### config.mk
export PLATFORM = sky130hd
export DESIGN_NAME = tilt_ball_ctrl_flat
export DESIGN_NICKNAME = d
export VERILOG_FILES = /design/src/rtl/tilt_ball_ctrl_if.sv /design/src/rtl/tilt_ball_ctrl.sv /design/src/flat_wrapper.sv
export SDC_FILE = /design/constraint.sdc
export NUM_CORES = 1
export LEC_CHECK = 0
export ABC_AREA = 1
export BUFFER_PORTS_ARGS = -buffer_cell sky130_fd_sc_hd__buf_4
export CAP_MARGIN = 20
export CORE_AREA = 2 2 123 125
export DETAILED_ROUTE_END_ITERATION = 6
export DIE_AREA = 0 0 125 127
export PLACE_DENSITY = 0.74
export SLEW_MARGIN = 20
export SYNTH_ARGS = -nofsm -noshare
export SYNTH_HDL_FRONTEND = slang
export SYNTH_SLANG_ARGS = --single-unit
### constraint.sdc
create_clock -name clk -period 5.25 [get_ports clk]
set_clock_uncertainty 0.15 [all_clocks]
set_input_delay 0.7875 -clock clk [delete_from_list [all_inputs] [get_ports clk]]
set_output_delay 0.7875 -clock clk [all_outputs]
set_load 0.05 [all_outputs]
### src/rtl/tilt_ball_ctrl_if.sv
// rtl/tilt_ball_ctrl_if.sv - wall-checker request/acknowledge interface for tilt_ball_ctrl
//
// Purpose: carries one candidate ball position to an external wall checker and
// brings back its verdict.
// Signals:
//   chk_req  master->slave  candidate valid, held high until chk_ack
//   chk_x    master->slave  candidate x, stable while chk_req is high
//   chk_y    master->slave  candidate y, stable while chk_req is high
//   chk_ack  slave->master  response strobe, only meaningful while chk_req is high
//   chk_ok   slave->master  1 = candidate cell is free, valid with chk_ack
interface tilt_ball_ctrl_if #(
    parameter int X_W = 10,
    parameter int Y_W = 9
) ();
    logic           chk_req;
    logic [X_W-1:0] chk_x;
    logic [Y_W-1:0] chk_y;
    logic           chk_ack;
    logic           chk_ok;

    modport master (output chk_req, chk_x, chk_y, input chk_ack, chk_ok);
    modport slave  (input chk_req, chk_x, chk_y, output chk_ack, chk_ok);
endinterface

### src/rtl/tilt_ball_ctrl.sv
// rtl/tilt_ball_ctrl.sv - maze ball motion controller with wall-check handshake
//
// Purpose: once per frame tick, derives per-axis acceleration from tilt or buttons,
// updates saturated velocity (with friction in tilt mode), clamps the candidate to
// the screen, asks the wall checker about it and slides along walls on denial.
// Ports:
//   clk, reset            clock, asynchronous active-high reset
//   mode                  0 = tilt, 1 = buttons (used only while computing a move)
//   accel_x, accel_y      signed tilt inputs
//   btn_xinc..btn_ydec    debounced direction buttons
//   chk                   wall-checker handshake (master side)
//   x_out, y_out          committed ball position
//   vel_x, vel_y          signed committed velocity
//   upd                   one-cycle pulse coincident with a new committed position
//   tick_miss             sticky flag: a frame tick arrived while busy
module tilt_ball_ctrl #(
    parameter int X_W       = 10,
    parameter int Y_W       = 9,
    parameter int ACC_W     = 9,
    parameter int X_MAX     = 319,
    parameter int Y_MAX     = 239,
    parameter int X_INIT    = 160,
    parameter int Y_INIT    = 120,
    parameter int DEAD_ZONE = 16,
    parameter int ACC_SHIFT = 4,
    parameter int VMAX      = 7,
    parameter int TICK_DIV  = 1666667
) (
    input  logic                    clk,
    input  logic                    reset,
    input  logic                    mode,
    input  logic signed [ACC_W-1:0] accel_x,
    input  logic signed [ACC_W-1:0] accel_y,
    input  logic                    btn_xinc,
    input  logic                    btn_xdec,
    input  logic                    btn_yinc,
    input  logic                    btn_ydec,
    tilt_ball_ctrl_if.master        chk,
    output logic [X_W-1:0]          x_out,
    output logic [Y_W-1:0]          y_out,
    output logic signed [4:0]       vel_x,
    output logic signed [4:0]       vel_y,
    output logic                    upd,
    output logic                    tick_miss
);
    localparam int CW = (TICK_DIV > 1) ? $clog2(TICK_DIV) : 1;
    localparam logic [CW-1:0] TICK_LAST = CW'(TICK_DIV - 1);
    // Two guard bits: |accel| of the most negative input and v + a both fit.
    localparam int AW = ACC_W + 2;
    localparam logic signed [AW-1:0] ZERO = '0;
    localparam logic signed [AW-1:0] ONE  = AW'(1);
    localparam logic signed [AW-1:0] VM   = AW'(VMAX);
    localparam logic signed [AW-1:0] DZ   = AW'(DEAD_ZONE);
    localparam logic signed [X_W:0]  XMAX_S = X_MAX[X_W:0];
    localparam logic signed [Y_W:0]  YMAX_S = Y_MAX[Y_W:0];

    typedef enum logic [2:0] {IDLE, CALC, CHK_XY, CHK_X, CHK_Y, COMMIT} state_t;

    // Frame tick generator
    logic [CW-1:0] tick_cnt;
    logic          tick;

    assign tick = (tick_cnt == TICK_LAST);

    always_ff @(posedge clk or posedge reset) begin
        if (reset)     tick_cnt <= '0;
        else if (tick) tick_cnt <= '0;
        else           tick_cnt <= tick_cnt + CW'(1);
    end

    // New velocity for one axis from the current velocity and this frame's inputs.
    function automatic logic signed [4:0] vel_next(
        input logic signed [4:0]       v,
        input logic signed [ACC_W-1:0] acc,
        input logic                    inc,
        input logic                    dec,
        input logic                    btn_mode
    );
        logic signed [AW-1:0] acc_w, mag, a, vw, s;
        acc_w = {{2{acc[ACC_W-1]}}, acc};
        vw    = {{(AW-5){v[4]}}, v};
        mag   = acc_w[AW-1] ? -acc_w : acc_w;
        if (btn_mode)
            a = (inc & ~dec) ? ONE : ((dec & ~inc) ? -ONE : ZERO);
        else if (mag <= DZ)
            a = ZERO;
        else
            a = acc_w >>> ACC_SHIFT;

        if (!btn_mode && a == ZERO) begin
            // Friction: no tilt means decay one step toward rest.
            if (vw > ZERO)      s = vw - ONE;
            else if (vw < ZERO) s = vw + ONE;
            else                s = ZERO;
        end else begin
            s = vw + a;
            if (s > VM)       s = VM;
            else if (s < -VM) s = -VM;
        end
        return s[4:0];
    endfunction

    // Candidate position and velocity, valid during CALC
    logic signed [4:0] cand_vx, cand_vy;
    logic [X_W-1:0]    cand_x;
    logic [Y_W-1:0]    cand_y;
    logic signed [X_W:0] sum_x;
    logic signed [Y_W:0] sum_y;
    logic signed [4:0] vx_raw, vy_raw;

    always_comb begin
        vx_raw = vel_next(vel_x, accel_x, btn_xinc, btn_xdec, mode);
        vy_raw = vel_next(vel_y, accel_y, btn_yinc, btn_ydec, mode);
        sum_x  = $signed({1'b0, x_out}) + $signed({{(X_W-4){vx_raw[4]}}, vx_raw});
        sum_y  = $signed({1'b0, y_out}) + $signed({{(Y_W-4){vy_raw[4]}}, vy_raw});

        cand_vx = vx_raw;
        cand_x  = sum_x[X_W-1:0];
        if (sum_x[X_W]) begin
            cand_x  = '0;
            cand_vx = '0;
        end else if (sum_x > XMAX_S) begin
            cand_x  = XMAX_S[X_W-1:0];
            cand_vx = '0;
        end

        cand_vy = vy_raw;
        cand_y  = sum_y[Y_W-1:0];
        if (sum_y[Y_W]) begin
            cand_y  = '0;
            cand_vy = '0;
        end else if (sum_y > YMAX_S) begin
            cand_y  = YMAX_S[Y_W-1:0];
            cand_vy = '0;
        end
    end

    // FSM and datapath registers. nx/ny/nvx/nvy hold the proposal during the
    // checks and are overwritten with the final values once the outcome is known.
    state_t            state, state_n;
    logic              req_r, req_n;
    logic [X_W-1:0]    cx_r, cx_n, nx_r, nx_n, x_n;
    logic [Y_W-1:0]    cy_r, cy_n, ny_r, ny_n, y_n;
    logic signed [4:0] nvx_r, nvx_n, nvy_r, nvy_n, vx_n, vy_n;
    logic              upd_n, miss_n;

    assign chk.chk_req = req_r;
    assign chk.chk_x   = cx_r;
    assign chk.chk_y   = cy_r;

    always_ff @(posedge clk or posedge reset) begin
        if (reset) begin
            state     <= IDLE;
            req_r     <= 1'b0;
            cx_r      <= '0;
            cy_r      <= '0;
            nx_r      <= '0;
            ny_r      <= '0;
            nvx_r     <= '0;
            nvy_r     <= '0;
            x_out     <= X_INIT[X_W-1:0];
            y_out     <= Y_INIT[Y_W-1:0];
            vel_x     <= '0;
            vel_y     <= '0;
            upd       <= 1'b0;
            tick_miss <= 1'b0;
        end else begin
            state     <= state_n;
            req_r     <= req_n;
            cx_r      <= cx_n;
            cy_r      <= cy_n;
            nx_r      <= nx_n;
            ny_r      <= ny_n;
            nvx_r     <= nvx_n;
            nvy_r     <= nvy_n;
            x_out     <= x_n;
            y_out     <= y_n;
            vel_x     <= vx_n;
            vel_y     <= vy_n;
            upd       <= upd_n;
            tick_miss <= miss_n;
        end
    end

    always_comb begin
        state_n = state;
        req_n   = req_r;
        cx_n    = cx_r;
        cy_n    = cy_r;
        nx_n    = nx_r;
        ny_n    = ny_r;
        nvx_n   = nvx_r;
        nvy_n   = nvy_r;
        x_n     = x_out;
        y_n     = y_out;
        vx_n    = vel_x;
        vy_n    = vel_y;
        upd_n   = 1'b0;
        miss_n  = tick_miss | (tick && state != IDLE);

        case (state)
            IDLE: if (tick) state_n = CALC;

            CALC: begin
                nx_n  = cand_x;
                ny_n  = cand_y;
                nvx_n = cand_vx;
                nvy_n = cand_vy;
                if (cand_x == x_out && cand_y == y_out) begin
                    state_n = COMMIT;
                end else begin
                    state_n = CHK_XY;
                    req_n   = 1'b1;
                    cx_n    = cand_x;
                    cy_n    = cand_y;
                end
            end

            // In every CHK state a low chk_req means we just arrived from another
            // check and owe the checker one idle cycle before asking again.
            CHK_XY: begin
                if (!req_r) begin
                    req_n = 1'b1;
                end else if (chk.chk_ack) begin
                    req_n = 1'b0;
                    if (chk.chk_ok) begin
                        state_n = COMMIT;
                    end else if (nx_r != x_out) begin
                        state_n = CHK_X;
                        cx_n    = nx_r;
                        cy_n    = y_out;
                    end else begin
                        state_n = CHK_Y;
                        cx_n    = x_out;
                        cy_n    = ny_r;
                    end
                end
            end

            CHK_X: begin
                if (!req_r) begin
                    req_n = 1'b1;
                end else if (chk.chk_ack) begin
                    req_n = 1'b0;
                    if (chk.chk_ok) begin
                        state_n = COMMIT;
                        ny_n    = y_out;
                        nvy_n   = '0;
                    end else if (ny_r != y_out) begin
                        state_n = CHK_Y;
                        cx_n    = x_out;
                        cy_n    = ny_r;
                    end else begin
                        state_n = COMMIT;
                        nx_n    = x_out;
                        ny_n    = y_out;
                        nvx_n   = '0;
                        nvy_n   = '0;
                    end
                end
            end

            CHK_Y: begin
                if (!req_r) begin
                    req_n = 1'b1;
                end else if (chk.chk_ack) begin
                    req_n   = 1'b0;
                    state_n = COMMIT;
                    nx_n    = x_out;
                    nvx_n   = '0;
                    if (!chk.chk_ok) begin
                        ny_n  = y_out;
                        nvy_n = '0;
                    end
                end
            end

            COMMIT: begin
                x_n     = nx_r;
                y_n     = ny_r;
                vx_n    = nvx_r;
                vy_n    = nvy_r;
                upd_n   = 1'b1;
                state_n = IDLE;
            end

            default: state_n = IDLE;
        endcase
    end
endmodule

### src/flat_wrapper.sv
// flat-port wrapper written by rule: the top's interface ports become plain ports
module tilt_ball_ctrl_flat 
#(
    parameter int X_W       = 10,
    parameter int Y_W       = 9,
    parameter int ACC_W     = 9,
    parameter int X_MAX     = 319,
    parameter int Y_MAX     = 239,
    parameter int X_INIT    = 160,
    parameter int Y_INIT    = 120,
    parameter int DEAD_ZONE = 16,
    parameter int ACC_SHIFT = 4,
    parameter int VMAX      = 7,
    parameter int TICK_DIV  = 1666667
)
  (clk, reset, mode, accel_x, accel_y, btn_xinc, btn_xdec, btn_yinc, btn_ydec, x_out, y_out, vel_x, vel_y, upd, tick_miss, chk_chk_req, chk_chk_x, chk_chk_y, chk_chk_ack, chk_chk_ok);
  tilt_ball_ctrl_if #(.X_W(X_W), .Y_W(Y_W)) chk_i ();
  input  logic clk;
  input  logic reset;
  input  logic mode;
  input  logic signed [ACC_W-1:0] accel_x;
  input  logic signed [ACC_W-1:0] accel_y;
  input  logic btn_xinc;
  input  logic btn_xdec;
  input  logic btn_yinc;
  input  logic btn_ydec;
  output logic [X_W-1:0] x_out;
  output logic [Y_W-1:0] y_out;
  output logic signed [4:0] vel_x;
  output logic signed [4:0] vel_y;
  output logic upd;
  output logic tick_miss;
  output wire logic [$bits(chk_i.chk_req)-1:0] chk_chk_req;
  output wire logic [$bits(chk_i.chk_x)-1:0] chk_chk_x;
  output wire logic [$bits(chk_i.chk_y)-1:0] chk_chk_y;
  input wire logic [$bits(chk_i.chk_ack)-1:0] chk_chk_ack;
  input wire logic [$bits(chk_i.chk_ok)-1:0] chk_chk_ok;
  assign chk_chk_req = chk_i.chk_req;
  assign chk_chk_x = chk_i.chk_x;
  assign chk_chk_y = chk_i.chk_y;
  assign chk_i.chk_ack = chk_chk_ack;
  assign chk_i.chk_ok = chk_chk_ok;
  tilt_ball_ctrl #(.X_W(X_W), .Y_W(Y_W), .ACC_W(ACC_W), .X_MAX(X_MAX), .Y_MAX(Y_MAX), .X_INIT(X_INIT), .Y_INIT(Y_INIT), .DEAD_ZONE(DEAD_ZONE), .ACC_SHIFT(ACC_SHIFT), .VMAX(VMAX), .TICK_DIV(TICK_DIV)) u_core (.clk(clk), .reset(reset), .mode(mode), .accel_x(accel_x), .accel_y(accel_y), .btn_xinc(btn_xinc), .btn_xdec(btn_xdec), .btn_yinc(btn_yinc), .btn_ydec(btn_ydec), .chk(chk_i), .x_out(x_out), .y_out(y_out), .vel_x(vel_x), .vel_y(vel_y), .upd(upd), .tick_miss(tick_miss));
endmodule
======== After elaboration in Yosys (flattened, before gate mapping) ========
Index checks and enable logic that the tools add are counted.
storage, ports and cells
  output and inout bits ................... 51
  logic and storage cells ................. 185
  register bits after elaboration ......... 104
operators by class
  eq/ne operators ......................... 24
  bitwise gates (word level) .............. 9
  add/sub/neg operators ................... 11
  reduce and logical (&&, ||, !) cells .... 18
  mux-type cells .......................... 96
  $lt $le $gt $ge ......................... 12
operator list
  cell                                                                           number
  10-bit two-way mux                                                             17
  9-bit two-way mux                                                              18
  5-bit two-way mux                                                              26
  11-bit two-way mux                                                             10
  10-bit case mux with 3 select lines                                            2
  9-bit case mux with 3 select lines                                             2
  3-bit two-way mux                                                              11
  5-bit case mux with 3 select lines                                             2
  5-bit by 11-bit adder with 11-bit output                                       2
  11-bit by 4-bit > comparator with 1-bit output, second input constant          2
  11-bit by 6-bit <= comparator with 1-bit output, second input constant         2
  11-bit logical NOT                                                             2
  11-bit by 4-bit less-than comparator with 1-bit output, second input constant  2
  9-bit negation with 11-bit output                                              2
  21-bit by 1-bit adder with 21-bit output, second input constant                1
  21-bit equality test, second input constant                                    1
  21-bit two-way mux                                                             1
  7-bit AND reduction                                                            3
  2-bit != test, second input constant                                           8
  3-bit case mux with 5 select lines                                             1
  11-bit by 5-bit adder with 11-bit output                                       1
  11-bit by 10-bit > comparator with 1-bit output, second input constant         1
  10-bit by 5-bit adder with 10-bit output                                       1
  5-bit by 2-bit adder with 5-bit output, second input constant                  2
  26 further kinds                                                               50

======== Logic depth before layout (Yosys ltp) ========
  depth after elaboration ................. 18
  mapped depth ............................ 52

======== Worst setup path after synthesis ========
Ideal clock, no wire load.
  kind .................................... input-to-reg
  start ................................... in accel_x[0]
  end ..................................... reg u_core.cy_r[0] (netlist: u_core.chk.chk_y[0])
  arrival time ............................ 6574 ps
  required time ........................... 4981 ps
  path buffers ............................ 1
  library setup time ...................... 119 ps
  stages .................................. 46
  slack ................................... -1593 ps
  path through ............................ inv_1 ha_1 or2_0 nor2_1 nand2_1 nand2_1 nand2_1 nand2_1 nand2_2 nand2_1 o21ai_1 ha_1 fa_1 nand2_1 inv_1 o21a_1 nor2_1 fa_1 [... 10 more ...] nand3_1 nand2_1 nand2_1 nand2_1 a21oi_1 xor2_1 o21bai_1 nand2_1 inv_2 nand2_1 nand2_1 xor2_1 nand2_1 nor2_1 nand4_2 buf_2 nand3_1 nand2_1
between the ends
  cells in the longest elaborated chain, start to end .. 18
  elaborated cells on any way between the ends .. 21
  classes of those cells .................. add/sub: 3; order compare: 4; eq/ne: 2; mux: 8; reduce/logical: 4
ends and longest elaborated chain
  what                                                    RTL line               RTL
  start, declared                                         flat_wrapper.sv:21     input logic signed [ACC_W-1:0] accel_x;
  9-bit negation with 11-bit output                       tilt_ball_ctrl.sv:82   mag = acc_w[AW-1] ? -acc_w : acc_w;
  11-bit two-way mux (*)                                  tilt_ball_ctrl.sv:82
  11-bit by 6-bit <= comparator with 1-bit output (*)     tilt_ball_ctrl.sv:85   else if (mag <= DZ)
  11-bit two-way mux (*)                                  tilt_ball_ctrl.sv:85
  11-bit two-way mux (*)                                  tilt_ball_ctrl.sv:83   if (btn_mode)
  5-bit by 11-bit adder with 11-bit output                tilt_ball_ctrl.sv:96   s = vw + a;
  11-bit by 4-bit less-than comparator with 1-bit output  tilt_ball_ctrl.sv:98   else if (s < -VM) s = -VM;
  5-bit two-way mux                                       tilt_ball_ctrl.sv:98
  [... 2 more ...]                                        -
  11-bit by 5-bit adder with 11-bit output (*)            tilt_ball_ctrl.sv:114  sum_x = $signed({1'b0, x_out}) + $signed({{(X_W-4){vx_raw[4]}}, vx_raw});
  11-bit by 10-bit > comparator with 1-bit output         tilt_ball_ctrl.sv:122  end else if (sum_x > XMAX_S) begin
  10-bit two-way mux                                      tilt_ball_ctrl.sv:122
  10-bit two-way mux (*)                                  tilt_ball_ctrl.sv:119  if (sum_x[X_W]) begin
  10-bit equality test (*)                                tilt_ball_ctrl.sv:209  if (cand_x == x_out && cand_y == y_out) begin
  1-bit logical AND (*)                                   tilt_ball_ctrl.sv:209
  2-bit != test (no line) (*)                             -
  9-bit AND reduction (no line) (*)                       -
  end signal, assigned                                    tilt_ball_ctrl.sv:171  cy_r <= cy_n;
  end, declared                                           tilt_ball_ctrl.sv:143  logic [Y_W-1:0] cy_r, cy_n, ny_r, ny_n, y_n;
Every way passes the cells marked *; elsewhere a longest branch is shown, timed or not.
A chain may end at the register's enable or synchronous reset.

======== Final worst setup path ========
  start ................................... in accel_x[1]
  end ..................................... reg u_core.cy_r[7] (netlist: u_core.chk.chk_y[7])
The elaborated chain is that of the path after synthesis.

==> insert_results.sql <==
INSERT INTO impl_metrics (metric_group, metric, value, unit) VALUES
('status', 'outcome', 'finished with violations', ''),
('status', 'violations', 'negative setup slack', ''),
('detailed_routing', 'route.vias.total', '9448', ''),
('synthesis', 'synth_enable_flop_cells', '0', ''),
('floorplan', 'die_h', '127', 'µm'),
('final_layout', 'finish.instance_area', '0.0116', 'mm²'),
('timing', 'rsz0062_at_grt', 'yes', ''),
('synthesis', 'synth_area', '0.00780', 'mm²'),
('global_route', 'vias_in_the_first_global_route', '8952', ''),
('timing', 'period_needed', '7.27', 'ns'),
('timing', 'worstMarginPinSlew', '1.20', 'ns'),
('synthesis', 'ys_types', '54', ''),
('setup_path', 'cp-end-kind', 'flop', ''),
('floorplan', 'initial_core_util', '54.1', '%'),
('placement', 'place.gp.congestion', '0.882', ''),
('synthesis', 'dominantRegCellSynth', 'sky130_fd_sc_hd__dfrtp_1', ''),
('synthesis', 'ys_seq_elements', '104', ''),
('floorplan', 'die-width', '125', 'µm'),
('cts', 'cts.sink_count', '104', ''),
('power_and_ir_drop', 'power.density', '187', 'mW/mm²'),
('setup_path', 'worst_endpoint_required_time', '5.35', 'ns'),
('cts', 'clock_tree.buffer_depth', '2', ''),
('global_route', 'grt_pass1_wl', '42.3', 'mm'),
('detailed_routing', 'totalWireLength', '29.1', 'mm'),
('floorplan', 'core_area', '0.0144', 'mm²'),
('placement', 'placedInstanceArea', '0.00990', 'mm²'),
('cts', 'cts-htree-levels', '3', ''),
('cts', 'clk_pin_slew', '0.07', 'ns'),
('final_layout', 'finish.utilization', '80.6', '%'),
('placement', 'post-place-ws', '-2.14', 'ns'),
('detailed_routing', 'detail_route.vias_per_cell', '5.89', ''),
('synthesis', 'synth-warning-count', '0', ''),
('setup_path', 'crit_type', 'in2reg', ''),
('placement', 'hpwlAfterDp', '16.3', 'mm'),
('final_layout', 'commonest_cells_after_routing_fill_and_taps_aside', 'sky130_fd_sc_hd__buf_4, sky130_fd_sc_hd__nand2_1, sky130_fd_sc_hd__inv_1, sky130_fd_sc_hd__dfrtp_1, sky130_fd_sc_hd__nor2_1', ''),
('detailed_routing', 'drt_iter0_drc', '931', ''),
('cts', 'clockRootBuffer', 'sky130_fd_sc_hd__clkbuf_16', ''),
('cts', 'tritoncts_clock_tree', 'built', ''),
('final_layout', 'antenna-diode-count', '0', ''),
('synthesis', 'async_s_r_ff_share_synth', '100', '%'),
('final_layout', 'final_layout_size_suffix_gt1_share', '35.4', '%'),
('cts', 'clock_latency_on_the_worst_skew_pair', '0.36', 'ns'),
('floorplan', 'design.portCount', '78', ''),
('final_layout', 'syn2layout_area_growth', '49.2', '%'),
('floorplan', 'floorplan.die_area', '0.0159', 'mm²'),
('timing', 'fin_crit_sh', '138', '%'),
('detailed_routing', 'drt-wirelength-per-cell', '18.2', 'µm'),
('power_and_ir_drop', 'leakagePower', '0.00596', 'µW'),
('timing', 'achievable_clock_frequency', '138', 'MHz'),
('setup_path', 'crit_top_cell', 'sky130_fd_sc_hd__nor2_1', ''),
('timing', 'finalHoldViolations', '0', ''),
('timing', 'layout_setup_ws', '-2.02', 'ns'),
('timing', 'timing.final.setup_violations', '50', ''),
('min_path', 'min-delay-path-class', 'reg2reg', ''),
('final_layout', 'design.final.nets', '1491', ''),
('final_layout', 'fillers', '869', ''),
('global_route', 'grt_max_degree', '71', ''),
('placement', 'numPortBuffers', '77', ''),
('detailed_routing', 'drcViolationCount', '0', ''),
('global_route', 'grt_remaining_overflow', '0', ''),
('global_route', 'grt.total_usage', '32.5', '%'),
('detailed_routing', 'antenna_left', '0', ''),
('setup_path', 'maximum_net_fanout_on_the_critical_path', '6', ''),
('setup_path', 'path_delay_family', 'simple AND/OR/NAND/NOR gates', ''),
('cts', 'postCtsHoldBufs', '0', ''),
('synthesis', 'synth_area_per_cell', '7.02', 'µm²'),
('setup_path', 'critPathArrivalTime', '7.36', 'ns'),
('power_and_ir_drop', 'vdd_ir_drop_max', '0.169', 'mV'),
('placement', 'post-place-cells', '1512', ''),
('detailed_routing', 'first_pass_iters', '5', ''),
('synthesis', 'synthCells', '1110', '');
==> cells in the mapped netlist (all sizes together), types with 2 or more instances <==
cell     instances  area (µm²)
o22ai            6        37.5
or2              5        31.3
a31oi            4        25.0
nand2          283        1090
clkinv           5        18.8
clkbuf          16        60.1
inv            170         638
xor2            24         210
o21bai           4        30.0
o21ai          100         500
dfrtp           98        2450
o221ai           9        78.8
o31ai            2        15.0
xnor2           12         105
nor2            81         304
ha              44         551
nor4             9        56.3
a2111oi          3        26.3
a22oi            8        60.1
a21oi           60         308
a22o             4        35.0
nand3b           2        15.0
nand4           16         106
o21a             2        15.0
buf              7        46.3
o32ai            2        17.5
nor3            16        85.1
a32oi            2        17.5
o211ai           7        52.6
a21o             2        15.0
a211oi           2        15.0
fa               6         120
dfstp            6         158
nand3           84         430
==> worst reg2reg max path, delay by kind of cell (launching register included) <==
family,cells,cell delay [ns]
buffers and inverters,5,0.60
AND/OR/NAND/NOR,24,2.37
AO/OA/AOI/OAI,5,0.85
adder cells (fa/ha/maj),5,1.62
flip-flops,1,0.45
==> kinds of logic (layout without fill, tap and decap cells) <==
| logic type | count (synthesis) | after routing | share of synthesized area (%) |
|---|---|---|---|
| AOI/OAI and AO/OA | 223 | 223 | 16.7 |
| xor gates and xnor gates | 36 | 36 | 4.04 |
| adders and majority gates | 50 | 50 | 8.60 |
| buffers and inverters | 198 | 505 | 9.79 |
| DFF | 104 | 104 | 33.5 |
| and+or+nand+nor | 499 | 501 | 27.4 |
==> what timing repair did <==
item	in CTS	in global routing
setup buffers	63	19
setup endpoints to repair	50	50
gates resized for setup	111	105
pin swaps	88	63
gates cloned	4	0
==> layer usage <==
layer | track usage, % | wire [µm] | vias up
met5 | 0 | 0 | -
met4 | 16.8 | 1750 | 0
met3 | 5.44 | 2380 | 156
met2 | 56.6 | 14200 | 572
met1 | 39.0 | 10800 | 4436
li1 | - | - | 4284
==> worst paths after layout <==
check	from	endpoint	slack, ns	cells after the start
worst min-delay path	u_core.chk.chk_y[1]$_DFFE_PP0P_	u_core.chk.chk_y[1]$_DFFE_PP0P_	0.33	2
max in group asynchronous	reset	u_core.y_out[3]$_DFFE_PP1P_	3.50	3
worst max register to register	u_core.vel_x[0]$_DFFE_PP0P_	u_core.chk.chk_y[7]$_DFFE_PP0P_	-0.89	39
min in group asynchronous	reset	u_core.chk.chk_y[6]$_DFFE_PP0P_	0.45	2
worst max-delay path	accel_x[1]	u_core.chk.chk_y[7]$_DFFE_PP0P_	-2.02	51
worst min register to register	u_core.chk.chk_y[1]$_DFFE_PP0P_	u_core.chk.chk_y[1]$_DFFE_PP0P_	0.33	2
==> through the flow <==
stage	setup TNS [ns]	power (µW)	hold slack, ns
6_report	-74.79	2170	0.330
5_1_grt	-90.94	2250	0.349
4_1_cts	-48.24	2050	0.336
3_5_place_dp	-82.85	1290	0.313
2_1_floorplan	-45.25	1070	0.303
3_3_place_gp	-75.44	1280	0.307
==> where the power goes <==
group          leakage [µW]  internal [µW]  switching, µW
clock              0.000141            342            325
combinational       0.00448            334            352
sequential          0.00134            811           9.29
==> registers in the layout, summed over array words and instances, names as in the netlist, 9 cells and up <==
signal and count:
u_core.y_out 9, u_core.nx_r 10, u_core.tick_cnt 21, u_core.chk.chk_y 9, u_core.ny_r 9, u_core.x_out 10, u_core.chk.chk_x 10
==> area by class of cell <==
class / instances / area [µm²] / area share [%]
Multi-Input combinational cell: 810 / 5240 / 45.0
Sequential cell: 104 / 2610 / 22.4
Timing Repair Buffer: 314 / 2560 / 22.0
Inverter: 175 / 704 / 6.06
Clock buffer: 10 / 239 / 2.05
Tap cell: 184 / 230 / 1.98
Clock inverter: 6 / 50.0 / 0.430
(Power assumes the default switching activity.)
